$ cat config.mk
export PLATFORM = sky130hd
export DESIGN_NAME = spill_tracker
export DESIGN_NICKNAME = d
export VERILOG_FILES = /design/src/rtl/spill_tracker.sv
export SDC_FILE = /design/constraint.sdc
export NUM_CORES = 1
export LEC_CHECK = 0
export BUFFER_PORTS_ARGS = -buffer_cell sky130_fd_sc_hd__buf_4
export CORE_MARGIN = 5
export CORE_UTILIZATION = 45
export DETAILED_ROUTE_END_ITERATION = 8
export SYNTH_ARGS = -nofsm -noshare
export SYNTH_HDL_FRONTEND = slang
export SYNTH_SLANG_ARGS = --single-unit
$ cat constraint.sdc
create_clock -name clk -period 5.8 [get_ports clk]
set_input_delay 0.29 -clock clk [delete_from_list [all_inputs] [get_ports clk]]
set_output_delay 0.29 -clock clk [all_outputs]
set_load 0.005 [all_outputs]
$ cat src/rtl/spill_tracker.sv
// ============================================================================
// Module   : spill_tracker
// Purpose  : Turns the cleaned beam-live level into per-spill events:
//            start/end pulses, a wrapping spill id, on/off duration
//            measurements, a stuck-on watchdog and a one-entry spill record
//            published over a valid/ready handshake.
// Ports    : clk, rst            - clock, synchronous active-high reset
//            live_in, enable     - cleaned live level, spill arming
//            spill_active/start/end, spill_id - spill status and events
//            rec_valid/ready, rec_id, rec_on_len, rec_off_len, rec_flags
//                                - completed-spill record (flags[0] timeout,
//                                  flags[1] previous record overwritten)
//            stat_timeouts, stat_overruns (only with SPILL_TRACKER_STATS_EN)
// Options  : `define SPILL_TRACKER_STATS_EN adds saturating 16-bit timeout
//            and overrun event counters as extra output ports.
// Revision : 1.0 - initial release
// ============================================================================
`default_nettype none

module spill_tracker #(
    parameter int              CNT_W         = 32,
    parameter int              ID_W          = 16,
    parameter longint unsigned MAX_ON_PERIOD = 625000000
) (
    input  logic             clk,
    input  logic             rst,
    input  logic             live_in,
    input  logic             enable,
    output logic             spill_active,
    output logic             spill_start,
    output logic             spill_end,
    output logic [ID_W-1:0]  spill_id,
    output logic             rec_valid,
    input  logic             rec_ready,
    output logic [ID_W-1:0]  rec_id,
    output logic [CNT_W-1:0] rec_on_len,
    output logic [CNT_W-1:0] rec_off_len,
    output logic [1:0]       rec_flags
`ifdef SPILL_TRACKER_STATS_EN
    ,
    output logic [15:0]      stat_timeouts,
    output logic [15:0]      stat_overruns
`endif
);

    localparam logic [CNT_W-1:0] c_cnt_max = {CNT_W{1'b1}};
    localparam logic [CNT_W-1:0] c_max_on  = MAX_ON_PERIOD[CNT_W-1:0];

    typedef enum logic [1:0] {
        ST_WAIT_OFF = 2'd0,
        ST_OFF      = 2'd1,
        ST_ON       = 2'd2,
        ST_TIMEOUT  = 2'd3
    } state_t;

    state_t             state_q, state_d;
    logic               live_q;
    // live_q is forced to 0 by reset; that value is not a real observation
    // of the beam, so WAIT_OFF must not treat it as a low level.
    logic               live_vld_q;
    logic [CNT_W-1:0]   off_cnt_q, off_cnt_d;
    logic [CNT_W-1:0]   on_cnt_q, on_cnt_d;
    logic [CNT_W-1:0]   off_len_q, off_len_d;
    logic [ID_W-1:0]    id_q, id_d;
    logic               active_q, active_d;
    logic               start_q, start_d;
    logic               end_q, end_d;
    logic               rec_valid_q, rec_valid_d;
    logic [ID_W-1:0]    rec_id_q, rec_id_d;
    logic [CNT_W-1:0]   rec_on_q, rec_on_d;
    logic [CNT_W-1:0]   rec_off_q, rec_off_d;
    logic [1:0]         rec_flags_q, rec_flags_d;

    logic               w_new_rec;
    logic               w_timeout;
    logic               w_xfer;
    logic               w_overrun;

    // ------------------------------------------------------------------
    // Spill state machine
    // ------------------------------------------------------------------
    always_comb begin
        state_d   = state_q;
        off_cnt_d = off_cnt_q;
        on_cnt_d  = on_cnt_q;
        off_len_d = off_len_q;
        id_d      = id_q;
        active_d  = 1'b0;
        start_d   = 1'b0;
        end_d     = 1'b0;
        w_new_rec = 1'b0;
        w_timeout = 1'b0;

        case (state_q)
            ST_WAIT_OFF: begin
                if (live_vld_q && !live_q) begin
                    state_d   = ST_OFF;
                    off_cnt_d = CNT_W'(1);
                end
            end
            ST_OFF: begin
                if (!live_q) begin
                    off_cnt_d = (off_cnt_q == c_cnt_max) ? off_cnt_q
                                                         : off_cnt_q + CNT_W'(1);
                end else if (enable) begin
                    state_d   = ST_ON;
                    start_d   = 1'b1;
                    active_d  = 1'b1;
                    id_d      = id_q + ID_W'(1);
                    off_len_d = off_cnt_q;
                    on_cnt_d  = CNT_W'(1);
                end else begin
                    // Rise while disarmed: wait for a fresh low gap.
                    state_d = ST_WAIT_OFF;
                end
            end
            ST_ON: begin
                if (live_q) begin
                    if (on_cnt_q >= c_max_on) begin
                        state_d   = ST_TIMEOUT;
                        end_d     = 1'b1;
                        w_new_rec = 1'b1;
                        w_timeout = 1'b1;
                    end else begin
                        active_d = 1'b1;
                        on_cnt_d = (on_cnt_q == c_cnt_max) ? on_cnt_q
                                                           : on_cnt_q + CNT_W'(1);
                    end
                end else begin
                    state_d   = ST_OFF;
                    end_d     = 1'b1;
                    w_new_rec = 1'b1;
                    off_cnt_d = CNT_W'(1);
                end
            end
            ST_TIMEOUT: begin
                if (!live_q) begin
                    state_d   = ST_OFF;
                    off_cnt_d = CNT_W'(1);
                end
            end
            default: begin
                state_d = ST_WAIT_OFF;
            end
        endcase
    end

    // ------------------------------------------------------------------
    // One-entry record slot; a new record replaces an untaken one and is
    // marked as overrun, unless the old one transfers in the same cycle.
    // ------------------------------------------------------------------
    always_comb begin
        w_xfer      = rec_valid_q & rec_ready;
        w_overrun   = w_new_rec & rec_valid_q & ~w_xfer;
        rec_valid_d = rec_valid_q & ~w_xfer;
        rec_id_d    = rec_id_q;
        rec_on_d    = rec_on_q;
        rec_off_d   = rec_off_q;
        rec_flags_d = rec_flags_q;
        if (w_new_rec) begin
            rec_valid_d = 1'b1;
            rec_id_d    = id_q;
            rec_on_d    = on_cnt_q;
            rec_off_d   = off_len_q;
            rec_flags_d = {w_overrun, w_timeout};
        end
    end

    always_ff @(posedge clk) begin
        if (rst) begin
            state_q     <= ST_WAIT_OFF;
            live_q      <= 1'b0;
            live_vld_q  <= 1'b0;
            off_cnt_q   <= '0;
            on_cnt_q    <= '0;
            off_len_q   <= '0;
            id_q        <= '0;
            active_q    <= 1'b0;
            start_q     <= 1'b0;
            end_q       <= 1'b0;
            rec_valid_q <= 1'b0;
            rec_id_q    <= '0;
            rec_on_q    <= '0;
            rec_off_q   <= '0;
            rec_flags_q <= '0;
        end else begin
            state_q     <= state_d;
            live_q      <= live_in;
            live_vld_q  <= 1'b1;
            off_cnt_q   <= off_cnt_d;
            on_cnt_q    <= on_cnt_d;
            off_len_q   <= off_len_d;
            id_q        <= id_d;
            active_q    <= active_d;
            start_q     <= start_d;
            end_q       <= end_d;
            rec_valid_q <= rec_valid_d;
            rec_id_q    <= rec_id_d;
            rec_on_q    <= rec_on_d;
            rec_off_q   <= rec_off_d;
            rec_flags_q <= rec_flags_d;
        end
    end

    assign spill_active = active_q;
    assign spill_start  = start_q;
    assign spill_end    = end_q;
    assign spill_id     = id_q;
    assign rec_valid    = rec_valid_q;
    assign rec_id       = rec_id_q;
    assign rec_on_len   = rec_on_q;
    assign rec_off_len  = rec_off_q;
    assign rec_flags    = rec_flags_q;

`ifdef SPILL_TRACKER_STATS_EN
    logic [15:0] stat_to_q, stat_to_d;
    logic [15:0] stat_ov_q, stat_ov_d;

    always_comb begin
        stat_to_d = stat_to_q;
        stat_ov_d = stat_ov_q;
        if (w_timeout && (stat_to_q != 16'hFFFF)) begin
            stat_to_d = stat_to_q + 16'd1;
        end
        if (w_overrun && (stat_ov_q != 16'hFFFF)) begin
            stat_ov_d = stat_ov_q + 16'd1;
        end
    end

    always_ff @(posedge clk) begin
        if (rst) begin
            stat_to_q <= '0;
            stat_ov_q <= '0;
        end else begin
            stat_to_q <= stat_to_d;
            stat_ov_q <= stat_ov_d;
        end
    end

    assign stat_timeouts = stat_to_q;
    assign stat_overruns = stat_ov_q;
`endif

endmodule

`default_nettype wire
-- Word level (Yosys, flattened, before mapping)
Cells that the tools add are included.
- bitwise operators: 6
- mux-type cells: 30
- add/sub/neg operators: 3
- equality and inequality tests: 16
- magnitude comparators: 1
- reductions and logical operators: 10
- operators with widths (cell ; number):
    32-bit two-way mux ; 9
    32-bit one-hot mux with 3 select lines ; 1
    32-bit by 1-bit adder with 32-bit output (second input constant) ; 2
    32-bit equality test (second input constant) ; 2
    32-bit one-hot mux with 2 select lines ; 1
    32-bit by 30-bit greater-or-equal comparator with 1-bit output (second input constant) ; 1
    2-bit inequality test (second input constant) ; 10
    16-bit by 1-bit adder with 16-bit output (second input constant) ; 1
    2-bit two-way mux ; 6
    1-bit two-way mux ; 11
    2-bit one-hot mux with 4 select lines ; 1
    4-bit AND reduction ; 2
    6-bit AND reduction ; 1
    1-bit bitwise AND ; 4
    2-bit equality test (second input constant) ; 2
    2-bit OR reduction ; 2
    3-bit inequality test (second input constant) ; 1
    3-bit AND reduction ; 1
    2-bit by 1-bit equality test with 1-bit output (second input constant) ; 1
    2-bit logical NOT ; 1
    1-bit inverter ; 2
    1-bit one-hot mux with 2 select lines ; 1
    2-bit nonzero test ; 1
    1-bit logical AND ; 1
    1-bit logical NOT ; 1
- logic and storage cells: 81
- output and inout bits: 102
- register bits after elaboration: 202
- bits of input ports: 5

-- Longest topological paths before layout
Gate-level depths: netlist of run 1.
- word-level depth: 6
- depth in mapped cells: 10
- depth with buffers taken out: 8

-- Worst setup path after synthesis of run 1
Ideal clock, no wire load.
- path kind: register -> register
- from: register on_cnt_q[27]
- to: register rec_id_q[0] (netlist: rec_id[0])
- arrival: 2.310 ns
- clock period less this slack: 2.442 ns
- setup slack: 3.358 ns
- stages on the path, launching flop included: 11
- setup time: 0.132 ns
- path buffers: 4
- cell sequence: dfxtp_1 > buf_2 > or4_1 > nor4_1 > or3b_1 > buf_2 > a31o_1 > buf_6 > buf_2 > nand2_1 > a21oi_1
- cells in the longest elaborated chain, start to end: 4
- ends and longest elaborated chain (element ; RTL line ; RTL):
    start: declaration ; 62 ; logic [CNT_W-1:0] on_cnt_q, on_cnt_d;
    start signal: assignment ; 191 ; on_cnt_q <= on_cnt_d;
    32-bit by 30-bit greater-or-equal comparator with 1-bit output ; 119 ; if (on_cnt_q >= c_max_on) begin
    1-bit two-way mux ; 119 ;
    1-bit two-way mux ; 118 ; if (live_q) begin
    1-bit two-way mux ; n/a ;
    end signal: assignment ; 198 ; rec_id_q <= rec_id_d;
    end: declaration ; 69 ; logic [ID_W-1:0] rec_id_q, rec_id_d;
Every way passes these cells.
A chain may end at the register's enable or synchronous reset.

-- Final worst setup path of run 1
- from: register on_cnt_q[20]
- to: register rec_off_q[19] (netlist: rec_off_len[19])
- cells in the longest elaborated chain, start to end: 4
- ends and longest elaborated chain (element ; RTL line ; RTL):
    32-bit by 30-bit greater-or-equal comparator with 1-bit output ; 119 ;
    1-bit two-way mux ; 119 ;
    1-bit two-way mux ; 118 ;
    1-bit two-way mux ; n/a ;
    end signal: assignment ; 200 ; rec_off_q <= rec_off_d;
    end: declaration ; 71 ; logic [CNT_W-1:0] rec_off_q, rec_off_d;
Every way passes these cells.

==> results of run 1 <==
## worst max-delay path, stage by stage (launching register included)
cell     delay, ns
dfxtp_1       0.36
or4_1         0.57
nor4_1        0.33
or3b_1        0.51
a31oi_4       0.51
buf_4         0.66
nand2_1       0.16
a21oi_1       0.14
## area by class of cell
class | instances | area, sq um | share of cell area [%]
Sequential cell | 202 | 4040 | 40.6
Tap cell | 229 | 287 | 2.88
Inverter | 14 | 52.6 | 0.528
Multi-Input combinational cell | 734 | 3880 | 39.0
Clock buffer | 30 | 672 | 6.75
Clock inverter | 8 | 144 | 1.45
Timing Repair Buffer | 116 | 871 | 8.75
## state kept, by name, indices dropped and copies added (netlist names)
name and cells:
spill_id 16, rec_on_len 32, rec_flags 2, off_len_q 32, rec_id 16, spill_start 1
off_cnt_q 32, spill_end 1, state_q 2, on_cnt_q 32, rec_off_len 32, spill_active 1
live_vld_q 1, rec_valid 1, live_q 1
## metal layers
layer,part of all wire [%],wire length (um)
met3,4.3,855
met1,44,8780
met5,0,0
met2,50,9890
met4,1.7,336
## synthesized netlist by cell type (4+ instances only)
library cell / instances / area, sq um
and2_1: 4 / 25.0
a21oi_1: 130 / 651
o2111ai_1: 6 / 52.6
o31ai_1: 10 / 75.1
nand4_1: 16 / 100
nand3_1: 30 / 150
nor3_1: 12 / 60.1
or4_1: 4 / 30.0
o41ai_1: 6 / 52.6
buf_6: 9 / 101
dfxtp_1: 202 / 4040
o211ai_1: 16 / 120
and3_1: 14 / 87.6
inv_1: 14 / 52.6
xnor2_1: 13 / 114
nor4_1: 8 / 50.1
a31oi_1: 9 / 56.3
o21ai_0: 19 / 95.1
a31o_2: 4 / 35.0
xor2_1: 28 / 245
a2111oi_0: 4 / 35.0
nand2_1: 271 / 1020
or3_1: 13 / 81.3
clkbuf_1: 44 / 165
nor2_1: 61 / 229
buf_2: 16 / 80.1
ha_1: 9 / 113
## path summary, 6_finish.rpt
| path | end | startpoint | depth (start not counted) | slack (ns) |
|---|---|---|---|---|
| worst min-delay path | rec_valid$_SDFF_PP0_ | rec_ready | 3 | 0.08 |
| worst max-delay path | rec_off_len[19]$_SDFFE_PP0P_ | on_cnt_q[20]$_SDFFE_PP0P_ | 7 | 2.46 |
| worst min register to register | rec_off_len[3]$_SDFFE_PP0P_ | off_len_q[3]$_SDFFE_PP0P_ | 2 | 0.45 |
| worst max register to register | rec_off_len[19]$_SDFFE_PP0P_ | on_cnt_q[20]$_SDFFE_PP0P_ | 7 | 2.46 |
## layout by cell type, fill, tap and decap left out, types with 6 or more instances in the layout
| cell | n |
|---|---|
| o21ai_0 | 19 |
| ha_1 | 9 |
| nor3_1 | 12 |
| o211ai_1 | 16 |
| clkbuf_8 | 7 |
| nor2_1 | 61 |
| xor2_1 | 28 |
| nand2_1 | 271 |
| and3_1 | 14 |
| inv_1 | 14 |
| o31ai_1 | 10 |
| dfxtp_1 | 202 |
| a31oi_1 | 9 |
| nor4_1 | 8 |
| buf_4 | 116 |
| nand4_1 | 16 |
| o41ai_1 | 6 |
| o2111ai_1 | 6 |
| xnor2_1 | 13 |
| a21oi_1 | 130 |
| nand3_1 | 30 |
| clkbuf_16 | 23 |
| or3_1 | 13 |
## per-stage QoR
| stage | power, W | worst slack [ns] | std cells | util, % |
|---|---|---|---|---|
| 2_1_floorplan | 0.00153 | 3.36 | 1019 | - |
| 3_3_place_gp | 0.00157 | 2.43 | 1295 | 50.5 |
| 3_5_place_dp | 0.00157 | 2.42 | 1295 | 50.5 |
| 4_1_cts | 0.00312 | 2.41 | 1333 | 55.0 |
| 5_1_grt | 0.00320 | 2.12 | 1333 | 55.0 |
| 6_report | 0.00308 | 2.46 | 1333 | 55.0 |
## cell families (layout without fill, tap and decap cells)
logic type	count (synthesis)	in the layout	synth area share, %
buffers and inverters	83	168	4.80
and+or+nand+nor	452	452	23.7
DFF	202	202	48.6
adders and majority gates	9	9	1.35
xor gates and xnor gates	41	41	4.32
AOI/OAI and AO/OA	231	231	17.1
muxes	1	1	0.135
## power breakdown
group | total, W | leakage [nW] | internal (W) | switching [W]
Sequential | 0.00140 | 1.63 | 0.00139 | 0.00000852
Combinational | 0.000137 | 1.49 | 0.0000349 | 0.000102
Clock | 0.00154 | 0.406 | 0.000984 | 0.000556
Total | 0.00308 | 3.52 | 0.00241 | 0.000666
==> out/results.ini, run 1 <==
[outcome]
status = completed

[floorplanning]
ioPinCount = 107
std_cell_rows = 49
start_util_pct = 46.0
core_sq_mm = 0.0181
die_y_um = 146
die-area_sq_mm = 0.0213
die_x_um = 146

[synthesis]
syn_area_sq_mm = 0.00832
synth_fp_nets = 1033
async_flop_share_pct = 0
yosysWarnings = 0
synth-edff-count = 0
yosysSeqAreaShare_pct = 48.6
netlist_instances = 1019
synth-seq-cells = 202
synth_ff_type = dfxtp_1
avgSynthCellArea_sq_um = 8.16
synth_cell_types = 56

[grt]
grt_pass1_vias = 6828
grt_max_degree = 86
antenna_found_initial = 0
grt_util_met2_pct = 32.2
grt_util_met3_pct = 3.33
grt_overflow = 0
grt_pass1_wl_um = 33700
grt_usage_pct = 18.3
top_usage_layer = met2
use_met1_pct = 23.3

[cts]
clock_path_buffers = 3
ctsResizeCount = 0
postCtsSetupBuffers = 0
cts_buffers = 22
clockRootBuffer = clkbuf_16
cts_tree = done
clk_pin_slew_worst_paths_ns = 0.06
clk_latency_ns = 0.50
ctsHoldBuffers = 0
clock-sinks = 202
cts_htree_levels = 1

[critical_path]
required_ns = 6.22
startpoint_type = register
worstPathArrival_ns = 3.76
path_class = reg2reg
cp-end-kind = register
cp_max_fo = 62

[finish]
stdcell_area_sq_mm = 0.00995
drive_above_1_share_pct = 15.0
num-fill-cells = 1754
nNetsFinal = 1104
antenna_cells = 0
synthToLayoutAreaGrowth_pct = 19.7

[min_path]
min_path_type = in2reg

[sta]
period_share_pct = 57.6
max_slew_margin_pct = 29.7
finalClockSkew_ns = 0.00889
setup_tns_ns = 0
finalMaxSlewViolations = 0
setup_viol_count_final = 0
worst-slew-pin-transition_ns = 1.05
holdWs_ns = 0.0777
grt_setup_unrepaired = no
min_period_ns = 3.34
clock.fmax_mhz = 300
hold_viol = 0

[routing]
drc = 0
avgRoutedWirePerCell_um = 14.9
vias = 7138
wirelength_um = 19900
drt_first_pass_iters = 4
drt_iter0_markers = 461
antenna_left = 0
vias_per_cell = 5.35

[pwr]
p_leak_nw = 3.52
power.density_mw_per_mm2 = 309
ir_drop_mv = 0.247

[placement]
dpl_cell_area_sq_mm = 0.00914
dp_hpwl_um = 12600
io_buffers = 106
place.gp.congestion = 0.853

[flow_run]
cap_violations = 0

No activity file was read; power rests on OpenSTA's default activity.
==> run 2: changes to the inputs <==
ABC_AREA = 1   (was default)
PLACE_DENSITY = 0.66   (was default)
clock period = 3 ns   (was 5.8 ns; I/O delays follow)
==> out/results.ini, run 2 <==
[critical_path]
required_ns = 3.40  ; was 6.22 ns
cp_num_buf_inv = 4  ; was 1
cp_max_fo = 25  ; was 62
slowest_stage = dfxtp_1  ; was buf_4
cpLargestDelayFamily = simple AND/OR/NAND/NOR gates  ; unchanged
startpoint_type = register  ; unchanged
cp-end-kind = register  ; unchanged
path_cells = inv_1 -> ha_1 -> clkinv_1 -> buf_4 -> nor2_1 -> nand3b_1 -> nand2_1 -> inv_2 -> nand3_4 -> nor2_1 -> nor2_1  ; was or4_1 -> nor4_1 -> or3b_1 -> a31oi_4 -> buf_4 -> nand2_1 -> a21oi_1
worstSetupStartpoint = state_q[0]$_SDFFE_PP0P_  ; was on_cnt_q[20]$_SDFFE_PP0P_
reg2regPathDepth = 11  ; was 7
crit_path_frequent_cell = nor2_1
worst_path_largest_cell_delay_ns = 0.39  ; was 0.66 ns
r2r-start = state_q[0]$_SDFFE_PP0P_  ; was on_cnt_q[20]$_SDFFE_PP0P_
timing.rr.end = on_cnt_q[14]$_SDFFE_PP0P_  ; was rec_off_len[19]$_SDFFE_PP0P_
worstPathArrival_ns = 2.77  ; was 3.76 ns
rrSetupSlack_ns = 0.63  ; was 2.46 ns
path_class = reg2reg  ; unchanged

[pwr]
p_leak_nw = 4.25  ; was 3.52 nW
seq_power_share_pct = 45.4  ; was 45.5%
power.density_mw_per_mm2 = 553  ; was 309 mW/mm^2
ir_drop_mv = 0.421  ; was 0.247 mV
p_sw_w = 0.00157  ; was 0.000666 W
clkPwrFrac_pct = 44.9  ; was 50.0%
power.share.combinational_pct = 9.6  ; was 4.5%
intPower_w = 0.00463  ; was 0.00241 W
p_sw_share_pct = 25.3  ; was 21.6%

[floorplanning]
start_util_pct = 45.6  ; was 46.0%
std_cell_rows = 53  ; was 49
die_y_um = 156  ; was 146 um
die_x_um = 156  ; was 146 um
die-area_sq_mm = 0.0242  ; was 0.0213 sq mm
core_sq_mm = 0.0210  ; was 0.0181 sq mm
ioPinCount = 107  ; unchanged

[synthesis]
yosysSeqAreaShare_pct = 42.4  ; was 48.6%
yosysTopAreaCellShare_pct = 42.4  ; was 48.6%
yosysWarnings = 0  ; unchanged
synth_cell_types = 32  ; was 56
synth_area_leader_cell = dfxtp_1  ; unchanged
netlist_instances = 1409  ; was 1019
async_flop_share_pct = 0  ; unchanged
synth_most_common_cell = nor2_1  ; was nand2_1
synth-seq-cells = 202  ; unchanged
synth-edff-count = 0  ; unchanged
avgSynthCellArea_sq_um = 6.78  ; was 8.16 sq um
synth_ff_type = dfxtp_1  ; unchanged
synth_commonest_cells = nor2_1, nand2_1, dfxtp_1  ; was nand2_1, dfxtp_1, a21oi_1
syn_area_sq_mm = 0.00955  ; was 0.00832 sq mm
synth_area_leaders = dfxtp_1, nor2_1, nand2_1  ; was dfxtp_1, nand2_1, a21oi_1
synth_fp_nets = 1423  ; was 1033

[sta]
finalClockSkew_ns = 0.00711  ; was 0.00889 ns
grt_setup_unrepaired = no  ; unchanged
holdWs_ns = 0.0692  ; was 0.0777 ns
hold_viol = 0  ; unchanged
setup_viol_count_final = 0  ; unchanged
finalMaxSlewViolations = 0  ; unchanged
min_period_ns = 2.37  ; was 3.34 ns
setup_tns_ns = 0  ; unchanged
setup_slack_ns = 0.631  ; was 2.46 ns
period_share_pct = 79.0  ; was 57.6%
clock.fmax_mhz = 422  ; was 300 MHz
max_slew_margin_pct = 58.5  ; was 29.7%
worst-slew-pin-transition_ns = 0.618  ; was 1.05 ns

[finish]
mostFrequentLayoutCell = nor2_1  ; was nand2_1
drive_above_1_share_pct = 12.5  ; was 15.0%
final_cell_mix = nor2_1, nand2_1, dfxtp_1, o21ai_0, buf_4  ; was nand2_1, dfxtp_1, a21oi_1, buf_4, nor2_1
nNetsFinal = 1506  ; was 1104
antenna_cells = 0  ; unchanged
num-fill-cells = 2158  ; was 1754
multiInputGateArea_sq_mm = 0.00473  ; was 0.00388 sq mm
synthToLayoutAreaGrowth_pct = 17.5  ; was 19.7%
stdcell_count = 1783  ; was 1333
stdcell_area_sq_mm = 0.0112  ; was 0.00995 sq mm
register_area_sq_mm = 0.00404  ; unchanged

[outcome]
status = completed  ; unchanged

[cts]
clock-sinks = 202  ; unchanged
cts_tree = done  ; unchanged
postCtsSetupBuffers = 0  ; unchanged
clock_path_buffers = 3  ; unchanged
cts_buffers = 22  ; unchanged
clockRootBuffer = clkbuf_16  ; unchanged
clk_pin_slew_worst_paths_ns = 0.06  ; about the same
cts_htree_levels = 1  ; unchanged
clk_latency_ns = 0.50  ; about the same

[min_path]
min_path_type = in2reg  ; unchanged
hold_start = enable  ; was rec_ready
hold_end = state_q[1]$_SDFFE_PP0P_  ; was rec_valid$_SDFF_PP0_
whs_path_depth = 5  ; was 3

[placement]
place.gp.congestion = 0.962  ; was 0.853
place_ws_ns = 0.667  ; was 2.42 ns
dp_hpwl_um = 17700  ; was 12600 um
placedCellCount = 1741  ; was 1295
io_buffers = 106  ; unchanged
dpl_cell_area_sq_mm = 0.0104  ; was 0.00914 sq mm

[routing]
antenna_left = 0  ; unchanged
avgRoutedWirePerCell_um = 14.2  ; was 14.9 um
vias_per_cell = 5.11  ; was 5.35
wirelength_um = 25300  ; was 19900 um
drt_iter0_markers = 542  ; was 461
drt_first_pass_iters = 6  ; was 4
drc = 0  ; unchanged
vias = 9108  ; was 7138

[grt]
grt_max_degree = 95  ; was 86
grt_pass1_vias = 8411  ; was 6828
grt_overflow = 0  ; unchanged
grt_usage_pct = 20.5  ; was 18.3%
antenna_found_initial = 0  ; unchanged
grt_pass1_wl_um = 42000  ; was 33700 um

[flow_run]
cap_violations = 0  ; unchanged

==> run 2: cell types whose count changed after synthesis, sizes merged, moves of 14 or more <==
cell,delta
nor2,+306
o21ai,+104
inv,+71
nand3,+68
a21oi,-29
nand2,+18
clkbuf,-17
buf,+16
o211ai,-16
and3,-14
==> run 2: timing repair <==
| item | in CTS | in global routing |
|---|---|---|
| hold buffers | 2 | 0 |
| endpoints found under the hold margin | 3 | 0 |
| gates resized for setup | 0 | 0 |
==> run 2: power by group through the flow <==
stage	Clock, W	Combinational, W	Sequential, W
2_1_floorplan	0	0.000420	0.00287
3_3_place_gp	0	0.000591	0.00287
3_5_place_dp	0	0.000595	0.00288
4_1_cts	0.00285	0.000601	0.00282
5_1_grt	0.00297	0.000678	0.00283
6_report	0.00279	0.000598	0.00282
==> run 2: per-stage QoR <==
| step | utilization (%) | total power [W] |
|---|---|---|
| final | 53.5 | 0.00620 |
| after global routing | 53.5 | 0.00647 |
| after CTS | 53.5 | 0.00627 |
| after detailed placement | 49.8 | 0.00347 |
| after global placement | 49.8 | 0.00346 |
| after floorplan | - | 0.00329 |
==> run 2: worst max path at each step <==
stage	to	slack (ns)	cells past startpoint
detailed placement	on_cnt_q[14]$_SDFFE_PP0P_	0.67	11
finish	on_cnt_q[14]$_SDFFE_PP0P_	0.63	11
global placement	on_cnt_q[26]$_SDFFE_PP0P_	0.71	11
global route	on_cnt_q[27]$_SDFFE_PP0P_	0.44	12
floorplan	on_cnt_q[2]$_SDFFE_PP0P_	1.14	12
CTS	on_cnt_q[14]$_SDFFE_PP0P_	0.65	11
==> run 2: final cells by class <==
type                    count  area share, %
inverters                  88           2.95
repair buffers            127           8.99
flip-flops and latches    202           36.1
well taps                 275           3.07
clock inverters            11           1.04
clock buffers              29           5.69
multi-input cells        1051           42.2
==> run 2: worst min-delay path, cell delays in order <==
cell and delay [ns]:
buf_4 0.12, nand2_1 0.05, nand2_1 0.05, nand4_1 0.09
a21oi_1 0.07
==> run 2: logic make-up (layout without fill, tap and decap cells) <==
family / Yosys count / in the layout / share of synthesized area [%]
buffers and inverters: 156 / 255 / 8.13
AO/OA/AOI/OAI: 227 / 227 / 12.2
AND/OR/NAND/NOR: 792 / 792 / 34.0
XOR/XNOR: 23 / 23 / 2.11
flip-flops: 202 / 202 / 42.4
adder cells (fa/ha/maj): 9 / 9 / 1.18
==> run 2: metal layers <==
metal | track usage [%] | wire, um
met1 | 28.0 | 11800
met2 | 33.6 | 11400
met3 | 3.63 | 1470
met4 | 5.25 | 607
met5 | 0 | 0
==> run 3: changes to the inputs <==
clock period = 2.1 ns   (was 3 ns; I/O delays follow)
==> out/results.ini, run 3 (synthesized netlist as in run 2, its figures left out) <==
[pwr]
p_sw_w = 0.00223  ; was 0.00157 W
power.density_mw_per_mm2 = 783  ; was 553 mW/mm^2
p_leak_nw = 4.43  ; was 4.25 nW
finalPower_w = 0.00904  ; was 0.00620 W
intPower_w = 0.00681  ; was 0.00463 W
power.share.combinational_pct = 10.0  ; was 9.6%
clkPwrFrac_pct = 45.5  ; was 44.9%
ir_drop_mv = 0.645  ; was 0.421 mV
p_sw_share_pct = 24.6  ; was 25.3%
seq_power_share_pct = 44.5  ; was 45.4%

[cts]
clockRootBuffer = clkbuf_16  ; unchanged
clock_path_buffers = 3  ; unchanged
cts_tree = done  ; unchanged
clk_pin_slew_worst_paths_ns = 0.06  ; about the same
clk_latency_ns = 0.51  ; was 0.50 ns
cts_htree_levels = 1  ; unchanged
cts_buffers = 23  ; was 22
clock-sinks = 202  ; unchanged
postCtsSetupBuffers = 0  ; unchanged

[routing]
vias = 9093  ; was 9108
avgRoutedWirePerCell_um = 13.9  ; was 14.2 um
drt_first_pass_iters = 5  ; was 6
antenna_left = 0  ; unchanged
drt_iter0_markers = 550  ; was 542
drc = 0  ; unchanged
vias_per_cell = 5.02  ; was 5.11
wirelength_um = 25100  ; was 25300 um

[placement]
dp_hpwl_um = 17700  ; about the same
place.gp.congestion = 0.924  ; was 0.962
dpl_cell_area_sq_mm = 0.0107  ; was 0.0104 sq mm
io_buffers = 106  ; unchanged

[sta]
period_share_pct = 93.3  ; was 79.0%
grt_setup_unrepaired = yes  ; was no
holdWs_ns = 0.389  ; was 0.0692 ns
worst-slew-pin-transition_ns = 0.529  ; was 0.618 ns
finalClockSkew_ns = 0.0162  ; was 0.00711 ns
setup_viol_count_final = 0  ; unchanged
clock.fmax_mhz = 510  ; was 422 MHz
finalMaxSlewViolations = 0  ; unchanged
hold_viol = 0  ; unchanged
max_slew_margin_pct = 64.7  ; was 58.5%
min_period_ns = 1.96  ; was 2.37 ns

[floorplanning]
die-area_sq_mm = 0.0242  ; unchanged
start_util_pct = 45.6  ; unchanged
die_y_um = 156  ; unchanged
die_x_um = 156  ; unchanged
ioPinCount = 107  ; unchanged
core_sq_mm = 0.0210  ; unchanged
std_cell_rows = 53  ; unchanged

[finish]
antenna_cells = 0  ; unchanged
final_cell_mix = nor2_1, nand2_1, dfxtp_1, buf_4, o21ai_0  ; was nor2_1, nand2_1, dfxtp_1, o21ai_0, buf_4
stdcell_area_sq_mm = 0.0115  ; was 0.0112 sq mm
final_util_pct = 55.1  ; was 53.5%
mostFrequentLayoutCell = nor2_1  ; unchanged
synthToLayoutAreaGrowth_pct = 20.9  ; was 17.5%
drive_above_1_share_pct = 14.5  ; was 12.5%
nNetsFinal = 1534  ; was 1506

[grt]
grt_overflow = 0  ; unchanged
grt_usage_pct = 20.3  ; was 20.5%
grt_pass1_wl_um = 41800  ; was 42000 um
antenna_found_initial = 0  ; unchanged
grt_max_degree = 65  ; was 95
grt_pass1_vias = 8473  ; was 8411

[critical_path]
path_cells = ha_1 -> nand2_1 -> nor2_1 -> nand2_1 -> nor2_1 -> nand3_1 -> nand3_2 -> clkinv_2 -> nand2_1 -> nand2_1 -> nand2_1 -> nor2_1  ; was inv_1 -> ha_1 -> clkinv_1 -> buf_4 -> nor2_1 -> nand3b_1 -> nand2_1 -> inv_2 -> nand3_4 -> nor2_1 -> nor2_1
worst_path_largest_cell_delay_ns = 0.41  ; was 0.39 ns
worstPathArrival_ns = 2.36  ; was 2.77 ns
r2r-start = off_cnt_q[0]$_SDFFE_PP0P_  ; was state_q[0]$_SDFFE_PP0P_
cp_max_fo = 15  ; was 25
startpoint_type = register  ; unchanged
required_ns = 2.50  ; was 3.40 ns
crit_path_frequent_cell = nand2_1  ; was nor2_1
slowest_stage = dfxtp_1  ; unchanged
path_class = reg2reg  ; unchanged
cp-end-kind = register  ; unchanged
cp_num_buf_inv = 1  ; was 4
worstSetupStartpoint = off_cnt_q[0]$_SDFFE_PP0P_  ; was state_q[0]$_SDFFE_PP0P_
cpLargestDelayFamily = simple AND/OR/NAND/NOR gates  ; unchanged

[flow_run]
cap_violations = 0  ; unchanged

[outcome]
status = completed  ; unchanged

[min_path]
min_path_type = in2reg  ; unchanged
hold_start = live_in  ; was enable

-- run 3: changes by cell type in the layout (fill, tap and decap cells not counted), moves of 4 or more --
cell	change
buf_4	+20
buf_12	+5
nor2_1	-4
nor2_2	+4
-- run 3: power by group through the flow --
stage,Clock (W),Sequential [W],Combinational (W)
2_1_floorplan,0,0.00410,0.000600
3_3_place_gp,0,0.00410,0.000877
3_5_place_dp,0,0.00411,0.000887
4_1_cts,0.00423,0.00402,0.000898
5_1_grt,0.00439,0.00404,0.00102
6_report,0.00411,0.00402,0.000901
-- run 3: metal layers --
layer | global-route usage, % | up-vias | part of all wire, %
li1 | - | 4718 | -
met1 | 28.3 | 4151 | 47
met2 | 33.5 | 187 | 46
met3 | 3.27 | 37 | 5.3
met4 | 4.34 | 0 | 1.9
met5 | 0 | - | 0
-- run 3: layout make-up --
type,count,area [sq um]
Sequential cell,202,4050
Inverter,88,332
Clock buffer,30,652
Clock inverter,10,135
Tap cell,275,344
Multi-Input combinational cell,1051,4750
Fill cell,2158,9410
Timing Repair Buffer,154,1280
-- run 3: timing repair --
action                                 4_1_cts  5_1_grt
setup endpoints to repair                    0       25
hold buffers                                 4        0
gates resized for setup                      0       10
endpoints found under the hold margin       22        0
-- run 3: path summary, 6_finish.rpt --
path / to / depth (start not counted) / slack, ns
worst max-delay path: off_cnt_q[20]$_SDFFE_PP0P_ / 12 / 0.14
worst min-delay path: live_q$_SDFF_PP0_ / 4 / 0.39
worst max register to register: off_cnt_q[20]$_SDFFE_PP0P_ / 12 / 0.14
worst min register to register: off_len_q[9]$_SDFFE_PP0P_ / 2 / 0.46
-- run 3: per-stage QoR --
step           setup WS (ns)  std cells  setup TNS, ns
2_1_floorplan          0.242       1409              0
3_3_place_gp           0.152       1766              0
3_5_place_dp           0.103       1766              0
4_1_cts               0.0850       1810              0
5_1_grt             -0.00126       1810       -0.00126
6_report               0.140       1810              0
-- run 3: worst reg2reg max path: stages (launching register included) --
cell and delay (ns):
dfxtp_1 0.41, ha_1 0.21, nand2_1 0.08, nor2_1 0.16, nand2_1 0.10, nor2_1 0.11, nand3_1 0.13, nand3_2 0.15
clkinv_2 0.22, nand2_1 0.15, nand2_1 0.06, nand2_1 0.05, nor2_1 0.03
